<file path="src/rtl/fpu_pkg.sv">
// Shared floating-point unit types: fmul latency, fp32 word and the in-flight tag.
package fpu_pkg;

    localparam int unsigned FMUL_LAT = 3;
    localparam int unsigned TAG_ID_W = 4;

    typedef logic [31:0] fp32_t;

    // Wide enough for up to 16 requesters; narrower ids are zero-extended.
    typedef struct packed {
        logic                v;
        logic [TAG_ID_W-1:0] id;
    } tag_t;

endpackage

</file>
<file path="src/rtl/fmul.sv">
// Three-stage IEEE-754 single multiply, round-to-nearest-even, denormals flushed to zero.
module fmul
    import fpu_pkg::*;
(
    input  logic  clk,
    input  fp32_t x1,
    input  fp32_t x2,
    output fp32_t y
);

    logic a_zero, a_inf, a_nan, b_zero, b_inf, b_nan;

    assign a_zero = (x1[30:23] == 8'h00);
    assign b_zero = (x2[30:23] == 8'h00);
    assign a_inf  = (x1[30:23] == 8'hFF) && (x1[22:0] == '0);
    assign b_inf  = (x2[30:23] == 8'hFF) && (x2[22:0] == '0);
    assign a_nan  = (x1[30:23] == 8'hFF) && (x1[22:0] != '0);
    assign b_nan  = (x2[30:23] == 8'hFF) && (x2[22:0] != '0);

    logic              s1_sign, s1_zero, s1_inf, s1_nan;
    logic signed [9:0] s1_exp;
    logic [47:0]       s1_prod;

    always_ff @(posedge clk) begin
        s1_sign <= x1[31] ^ x2[31];
        s1_exp  <= $signed({2'b00, x1[30:23]}) + $signed({2'b00, x2[30:23]}) - 10'sd127;
        s1_prod <= {24'b0, 1'b1, x1[22:0]} * {24'b0, 1'b1, x2[22:0]};
        s1_nan  <= a_nan | b_nan | (a_inf & b_zero) | (a_zero & b_inf);
        s1_inf  <= a_inf | b_inf;
        s1_zero <= a_zero | b_zero;
    end

    logic [23:0]       n_m;
    logic              n_g, n_st;
    logic signed [9:0] n_e;

    always_comb begin
        if (s1_prod[47]) begin
            n_m  = s1_prod[47:24];
            n_g  = s1_prod[23];
            n_st = |s1_prod[22:0];
            n_e  = s1_exp + 10'sd1;
        end else begin
            n_m  = s1_prod[46:23];
            n_g  = s1_prod[22];
            n_st = |s1_prod[21:0];
            n_e  = s1_exp;
        end
    end

    logic              s2_sign, s2_zero, s2_inf, s2_nan, s2_g, s2_st;
    logic signed [9:0] s2_e;
    logic [23:0]       s2_m;

    always_ff @(posedge clk) begin
        s2_sign <= s1_sign;
        s2_zero <= s1_zero;
        s2_inf  <= s1_inf;
        s2_nan  <= s1_nan;
        s2_m    <= n_m;
        s2_g    <= n_g;
        s2_st   <= n_st;
        s2_e    <= n_e;
    end

    logic              up;
    logic [24:0]       mr;
    logic signed [9:0] e_f;
    logic [22:0]       frac;
    fp32_t             r;

    always_comb begin
        up   = s2_g & (s2_st | s2_m[0]);
        mr   = {1'b0, s2_m} + 25'(up);
        e_f  = s2_e + $signed({9'b0, mr[24]});
        frac = mr[24] ? '0 : mr[22:0];
        if (s2_nan)
            r = 32'h7FC00000;
        else if (s2_inf || e_f >= 10'sd255)
            r = {s2_sign, 8'hFF, 23'b0};
        else if (s2_zero || e_f <= 10'sd0)
            r = {s2_sign, 31'b0};
        else
            r = {s2_sign, e_f[7:0], frac};
    end

    always_ff @(posedge clk) begin
        y <= r;
    end

endmodule

</file>
<file path="src/rtl/rr_arbiter.sv">
// Round-robin arbiter: one-hot grant scanning from ptr+1, pointer follows each accepted grant.
module rr_arbiter #(
    parameter  int unsigned N = 4,
    localparam int unsigned W = $clog2(N)
) (
    input  logic         clk,
    input  logic         rst,
    input  logic [N-1:0] req,
    input  logic         advance,
    output logic [N-1:0] gnt,
    output logic [W-1:0] gnt_idx
);

    logic [W-1:0] ptr;
    logic [W-1:0] idx;
    logic         found;

    always_comb begin
        gnt     = '0;
        gnt_idx = '0;
        idx     = '0;
        found   = 1'b0;
        for (int unsigned k = 1; k <= N; k++) begin
            idx = W'((32'(ptr) + k) % N);
            if (!found && req[idx]) begin
                gnt[idx] = 1'b1;
                gnt_idx  = idx;
                found    = 1'b1;
            end
        end
    end

    // Reset pointer to the last index so requester 0 wins first.
    always_ff @(posedge clk) begin
        if (rst)
            ptr <= W'(N - 1);
        else if (advance)
            ptr <= gnt_idx;
    end

endmodule

</file>
<file path="src/rtl/fmul_arbiter.sv">
// Shares one pipelined fmul among N_REQ requesters with round-robin issue;
// a tag pipeline returns each product with its requester id.
module fmul_arbiter
    import fpu_pkg::*;
#(
    parameter  int unsigned N_REQ = 4,
    localparam int unsigned ID_W  = $clog2(N_REQ)
) (
    input  logic              clk,
    input  logic              rst,
    input  logic              hold,
    input  logic [N_REQ-1:0]  req_valid,
    output logic [N_REQ-1:0]  req_ready,
    input  logic [N_REQ*32-1:0] req_x1,
    input  logic [N_REQ*32-1:0] req_x2,
    output logic              res_valid,
    output logic [ID_W-1:0]   res_id,
    output logic [31:0]       res_y,
    output logic [2:0]        inflight,
    output logic              idle
);

    localparam int unsigned MUL_LAT = FMUL_LAT;

    logic [N_REQ-1:0] arb_req, gnt;
    logic [ID_W-1:0]  gnt_idx;
    logic             xfer;
    fp32_t            sel_x1, sel_x2;

    assign arb_req   = req_valid & {N_REQ{~(hold | rst)}};
    assign req_ready = gnt;
    assign xfer      = |gnt;

    rr_arbiter #(.N(N_REQ)) u_arb (
        .clk     (clk),
        .rst     (rst),
        .req     (arb_req),
        .advance (xfer),
        .gnt     (gnt),
        .gnt_idx (gnt_idx)
    );

    // AND-OR select keeps X on unselected lanes out of the datapath.
    always_comb begin
        sel_x1 = '0;
        sel_x2 = '0;
        for (int unsigned i = 0; i < N_REQ; i++) begin
            sel_x1 = sel_x1 | (req_x1[32*i +: 32] & {32{gnt[i]}});
            sel_x2 = sel_x2 | (req_x2[32*i +: 32] & {32{gnt[i]}});
        end
    end

    logic            iss_v;
    logic [ID_W-1:0] iss_id;
    fp32_t           iss_x1, iss_x2;

    always_ff @(posedge clk) begin
        if (rst) begin
            iss_v  <= 1'b0;
            iss_id <= '0;
        end else begin
            iss_v  <= xfer;
            iss_id <= gnt_idx;
        end
    end

    always_ff @(posedge clk) begin
        if (xfer) begin
            iss_x1 <= sel_x1;
            iss_x2 <= sel_x2;
        end
    end

    fmul u_fmul (
        .clk (clk),
        .x1  (iss_x1),
        .x2  (iss_x2),
        .y   (res_y)
    );

    tag_t tags [MUL_LAT];

    always_ff @(posedge clk) begin
        if (rst) begin
            for (int unsigned k = 0; k < MUL_LAT; k++)
                tags[k] <= '0;
        end else begin
            tags[0] <= '{v: iss_v, id: TAG_ID_W'(iss_id)};
            for (int unsigned k = 1; k < MUL_LAT; k++)
                tags[k] <= tags[k-1];
        end
    end

    logic tag_id_unused;
    assign tag_id_unused = ^tags[MUL_LAT-1].id;

    assign res_valid = tags[MUL_LAT-1].v;
    assign res_id    = tags[MUL_LAT-1].id[ID_W-1:0];

    always_ff @(posedge clk) begin
        if (rst)
            inflight <= '0;
        else
            inflight <= inflight + 3'(xfer) - 3'(res_valid);
    end

    assign idle = (inflight == 3'd0);

endmodule
</file>
<file path="config.mk">
export PLATFORM = sky130hd
export DESIGN_NAME = fmul_arbiter
export DESIGN_NICKNAME = d
export VERILOG_FILES = /design/src/rtl/fpu_pkg.sv /design/src/rtl/fmul.sv /design/src/rtl/rr_arbiter.sv /design/src/rtl/fmul_arbiter.sv
export SDC_FILE = /design/constraint.sdc
export NUM_CORES = 2
export LEC_CHECK = 0
export BUFFER_PORTS_ARGS = -buffer_cell sky130_fd_sc_hd__buf_4
export CORE_MARGIN = 2
export CORE_UTILIZATION = 62
export DETAILED_ROUTE_END_ITERATION = 7
export GPL_TIMING_DRIVEN = 0
export PLACE_DENSITY_LB_ADDON = 0.1
export SLEW_MARGIN = 20
export SYNTH_ARGS = -nofsm -noshare
export SYNTH_HDL_FRONTEND = slang
export SYNTH_HIERARCHICAL = 1
export SYNTH_SLANG_ARGS = --single-unit
</file>
<file path="constraint.sdc">
create_clock -name clk -period 8.7 [get_ports clk]
set_input_delay 1.305 -clock clk [delete_from_list [all_inputs] [get_ports clk]]
set_output_delay 1.305 -clock clk [all_outputs]
set_load 0.1 [all_outputs]
</file>
==> key figures <==
Placement
  – Port Buffer Count: roughly 310
  – Placement Cell Area: around 31000 sq um
  – Hpwl dp: ~75 mm
  – Placer's final routability congestion estimate: around 1.2
  – Setup WS pre-CTS: between 0.5 and 0.6 ns

Logic synthesis
  – Synth Warn #: 6
  – Post-synth top cells: inv_1 (568), fa_1 (484), nand2_1 (378)
  – Mapped Cells: slightly below 3k
  – Synth cell types: 79
  – Async set or reset register ratio after synthesis: 0%
  – Area of the mapped netlist: 28100 sq um
  – Ys flop type: dfxtp_1
  – Avg Cell Area, Syn: roughly 9.5 sq um
  – Cell taking the most area after synthesis: fa_1
  – Synthesized Nets: just under 4k
  – Post-synthesis mux area share: around 1.5%
  – Largest family of logic cells by synthesized area: adder cells
  – Simple-Gate Fraction of Synth Area: 15.7%
  – Register area share after synthesis: 17.6%
  – Synth Area in Compound Gates: under 10%
  – EDFF count, synth: 64
  – Synth Area in XOR/XNOR: under 10%
  – Post-synth top area share: approximately a third
  – Adder-Cell Fraction of Synth Area: between 40% and 50%
  – Count leader, synth: inv_1
  – Register bit total from synthesis: roughly 220
  – Top cells by area, synth: fa_1 (35%), dfxtp_1 (11%), ha_1 (9.0%)

CTS
  – CTS Root Cell: clkbuf_16
  – Max H-tree Level: 1
  – Clk slew on worst S/H paths: ~0.060 ns
  – CTS tree: yes
  – Clock Tree Buf Depth: 3
  – CTS resizes: 0
  – Hold_buf cts: 0
  – Clk sinks: about 220
  – Setup bufs post-CTS: 0
  – TritonCTS buffer count: 23
  – Clock latency on the worst-skew pair: approximately 0.57 ns

Flow run
  – Max_cap viols: 0

GRT
  – First-pass GRT wire length: around 140 mm
  – Grt ovf: 0
  – All-Layer GR Usage: 40.0%
  – Initial antenna violation count: 3
  – Largest net degree at the start of global routing: 36
  – Vias in the first global route: about 24k

Critical path
  – Worst setup SP type: flop
  – Worst reg2reg path depth: 25
  – Critical R2R Launch: iss_x1[10]
  – Flop2flop setup slack: between 0.2 and 0.25 ns
  – Worst setup path class: reg2reg
  – Crit path from: iss_x1[10]
  – Worst Setup End Kind: flop
  – CP endpoint: u_fmul/s1_prod[45]
  – WP data required: 9.16 ns
  – Arr. time, crit path: roughly 8.9 ns
  – Terminus of the critical flop-to-flop path: u_fmul/s1_prod[45]
  – Crit Path Max Fanout: 10

Floorplan
  – Die extent in x: between 200 and 250 um
  – Die ar.: about 47000 sq um
  – Core ar.: between 40000 and 50000 sq um
  – DIE HEIGHT: between 200 and 250 um
  – I/O pin total: a little over 300
  – Row cnt: between 70 and 80
  – Starting Density: 63.2%

STA
  – Final Hold Viols: 0
  – Worst Slack Setup Final: about 0.23 ns
  – Min cycle time layout: between 8 and 9 ns
  – Endpoints failing setup: 0
  – Clock skew: between 0.02 and 0.03 ns
  – Slew margin rel.: 19.1%
  – Final TNS setup: 0 ns
  – Tcrit/Tclk final: 97.4%
  – RSZ-0062 raised after global routing: false
  – Max-slew violation count: 0
  – Worst Tran Pin Value: about 1.2 ns
  – Fmax: about 0.12 GHz

Final layout
  – Layout fillers: approximately 3.4k
  – Area Growth Syn to Fin: 13.7%
  – Layout Nets: 4239
  – Layout cells sized above 1: a little over an eighth
  – Design area: around 32000 sq um
  – Multi-input gate area: roughly 20000 sq um
  – Register area: about 5000 sq um

Detailed routing
  – Post-route DRC: 0
  – Initial drt markers: between 2k and 3k
  – Number of vias per cell: 5.82
  – Via count: 22.7k
  – DR WL/cell: ~24 um
  – Final ANT Viol Nets: 0
  – Drt pass-1 iters: 8
  – WL final: ~90 mm

Status
  – Status: completed

Worst hold path
  – Hold Crit Class: reg2reg
## worst max-delay path, cell delays in order (launching register included)
cell and delay [ns]:
edfxtp_1 0.81, clkbuf_1 0.80, and2_1 0.27, fa_1 0.42, fa_1 0.53, inv_1 0.06, fa_1 0.48, inv_1 0.05
fa_1 0.50, inv_1 0.06, fa_1 0.53, inv_1 0.05, fa_1 0.47, inv_1 0.05, fa_1 0.60, inv_1 0.08
ha_1 0.27, buf_2 0.19, nand4_1 0.12, a21oi_1 0.24, o2111ai_1 0.28, a211oi_1 0.54, o2111ai_1 0.25, a21oi_1 0.39
nor4_1 0.09, a211oi_1 0.22
## layout by cell type (no fill, tap or decap), types with 21 or more instances in the layout
| cell | count |
|---|---|
| inv_1 | 567 |
| mux2_2 | 29 |
| nor2_1 | 95 |
| nand2_1 | 378 |
| fa_1 | 484 |
| o21ai_0 | 30 |
| edfxtp_1 | 64 |
| nand3_1 | 24 |
| a22oi_2 | 21 |
| buf_4 | 307 |
| xor2_1 | 35 |
| a21oi_1 | 50 |
| and2_1 | 266 |
| a22oi_1 | 113 |
| nor4_1 | 23 |
| clkbuf_1 | 111 |
| clkbuf_16 | 24 |
| xnor2_1 | 53 |
| nand4_1 | 31 |
| ha_1 | 203 |
| a21o_1 | 26 |
| dfxtp_1 | 151 |
## routing by layer
layer	GRT usage [%]	routed length, um	vias up
li1	-	-	9903
met1	49.3	33500	11048
met2	62.6	41100	1439
met3	16.2	13000	276
met4	16.5	4580	2
met5	0	14	-
## cell type report
class                   count  share of cell area (%)
clock inverters            11                   0.380
multi-input cells        2024                    63.4
well taps                 592                    2.32
clock buffers              29                    2.07
plain buffers             149                    2.37
flip-flops and latches    215                    15.5
inverters                 570                    6.71
diodes                      2                  0.0157
repair buffers            306                    7.24
## metrics by stage
stage | hold slack, ns | instances | util (%)
finish | 0.331 | 3898 | 71.9
global route | 0.349 | 3897 | 71.9
CTS | 0.330 | 3896 | 71.9
detailed placement | 0.318 | 3856 | 70.1
global placement | 0.311 | 3855 | 70.0
floorplan | 0.310 | 2958 | -
## kinds of logic (layout without fill, tap and decap cells)
group | count (synthesis) | after routing
DFF | 215 | 215
and+or+nand+nor | 895 | 895
xor gates and xnor gates | 89 | 89
muxes | 34 | 34
AOI/OAI and AO/OA | 319 | 319
adders and majority gates | 687 | 687
buffers and inverters | 719 | 1065
other | 0 | 2
## worst min-delay path by stage
stage	from	end	slack, ns	cells past startpoint
final	u_fmul/s1_zero	u_fmul/s2_zero	0.33	0
after global routing	u_fmul/s1_zero	u_fmul/s2_zero	0.35	0
after detailed placement	u_fmul/s1_zero	u_fmul/s2_zero	0.32	0
after CTS	u_fmul/s1_zero	u_fmul/s2_zero	0.33	0
after floorplan	u_fmul/s1_inf	u_fmul/s2_inf	0.31	0
after global placement	u_fmul/s1_nan	u_fmul/s2_nan	0.31	0
## registers in the layout (all words and copies together) (netlist names), 2 cells and up
signal	count
u_fmul/s2_e	10
iss_x2	32
u_fmul/s2_m	24
u_fmul/y	32
iss_x1	32
u_arb/ptr	2
u_fmul/s1_prod	48
tags	9
u_fmul/s1_exp	10
inflight	3
iss_id	2
Power is left out: the tool's default activity adds up to more than one toggle a clock period on the data nets, which glitch-free logic cannot reach.
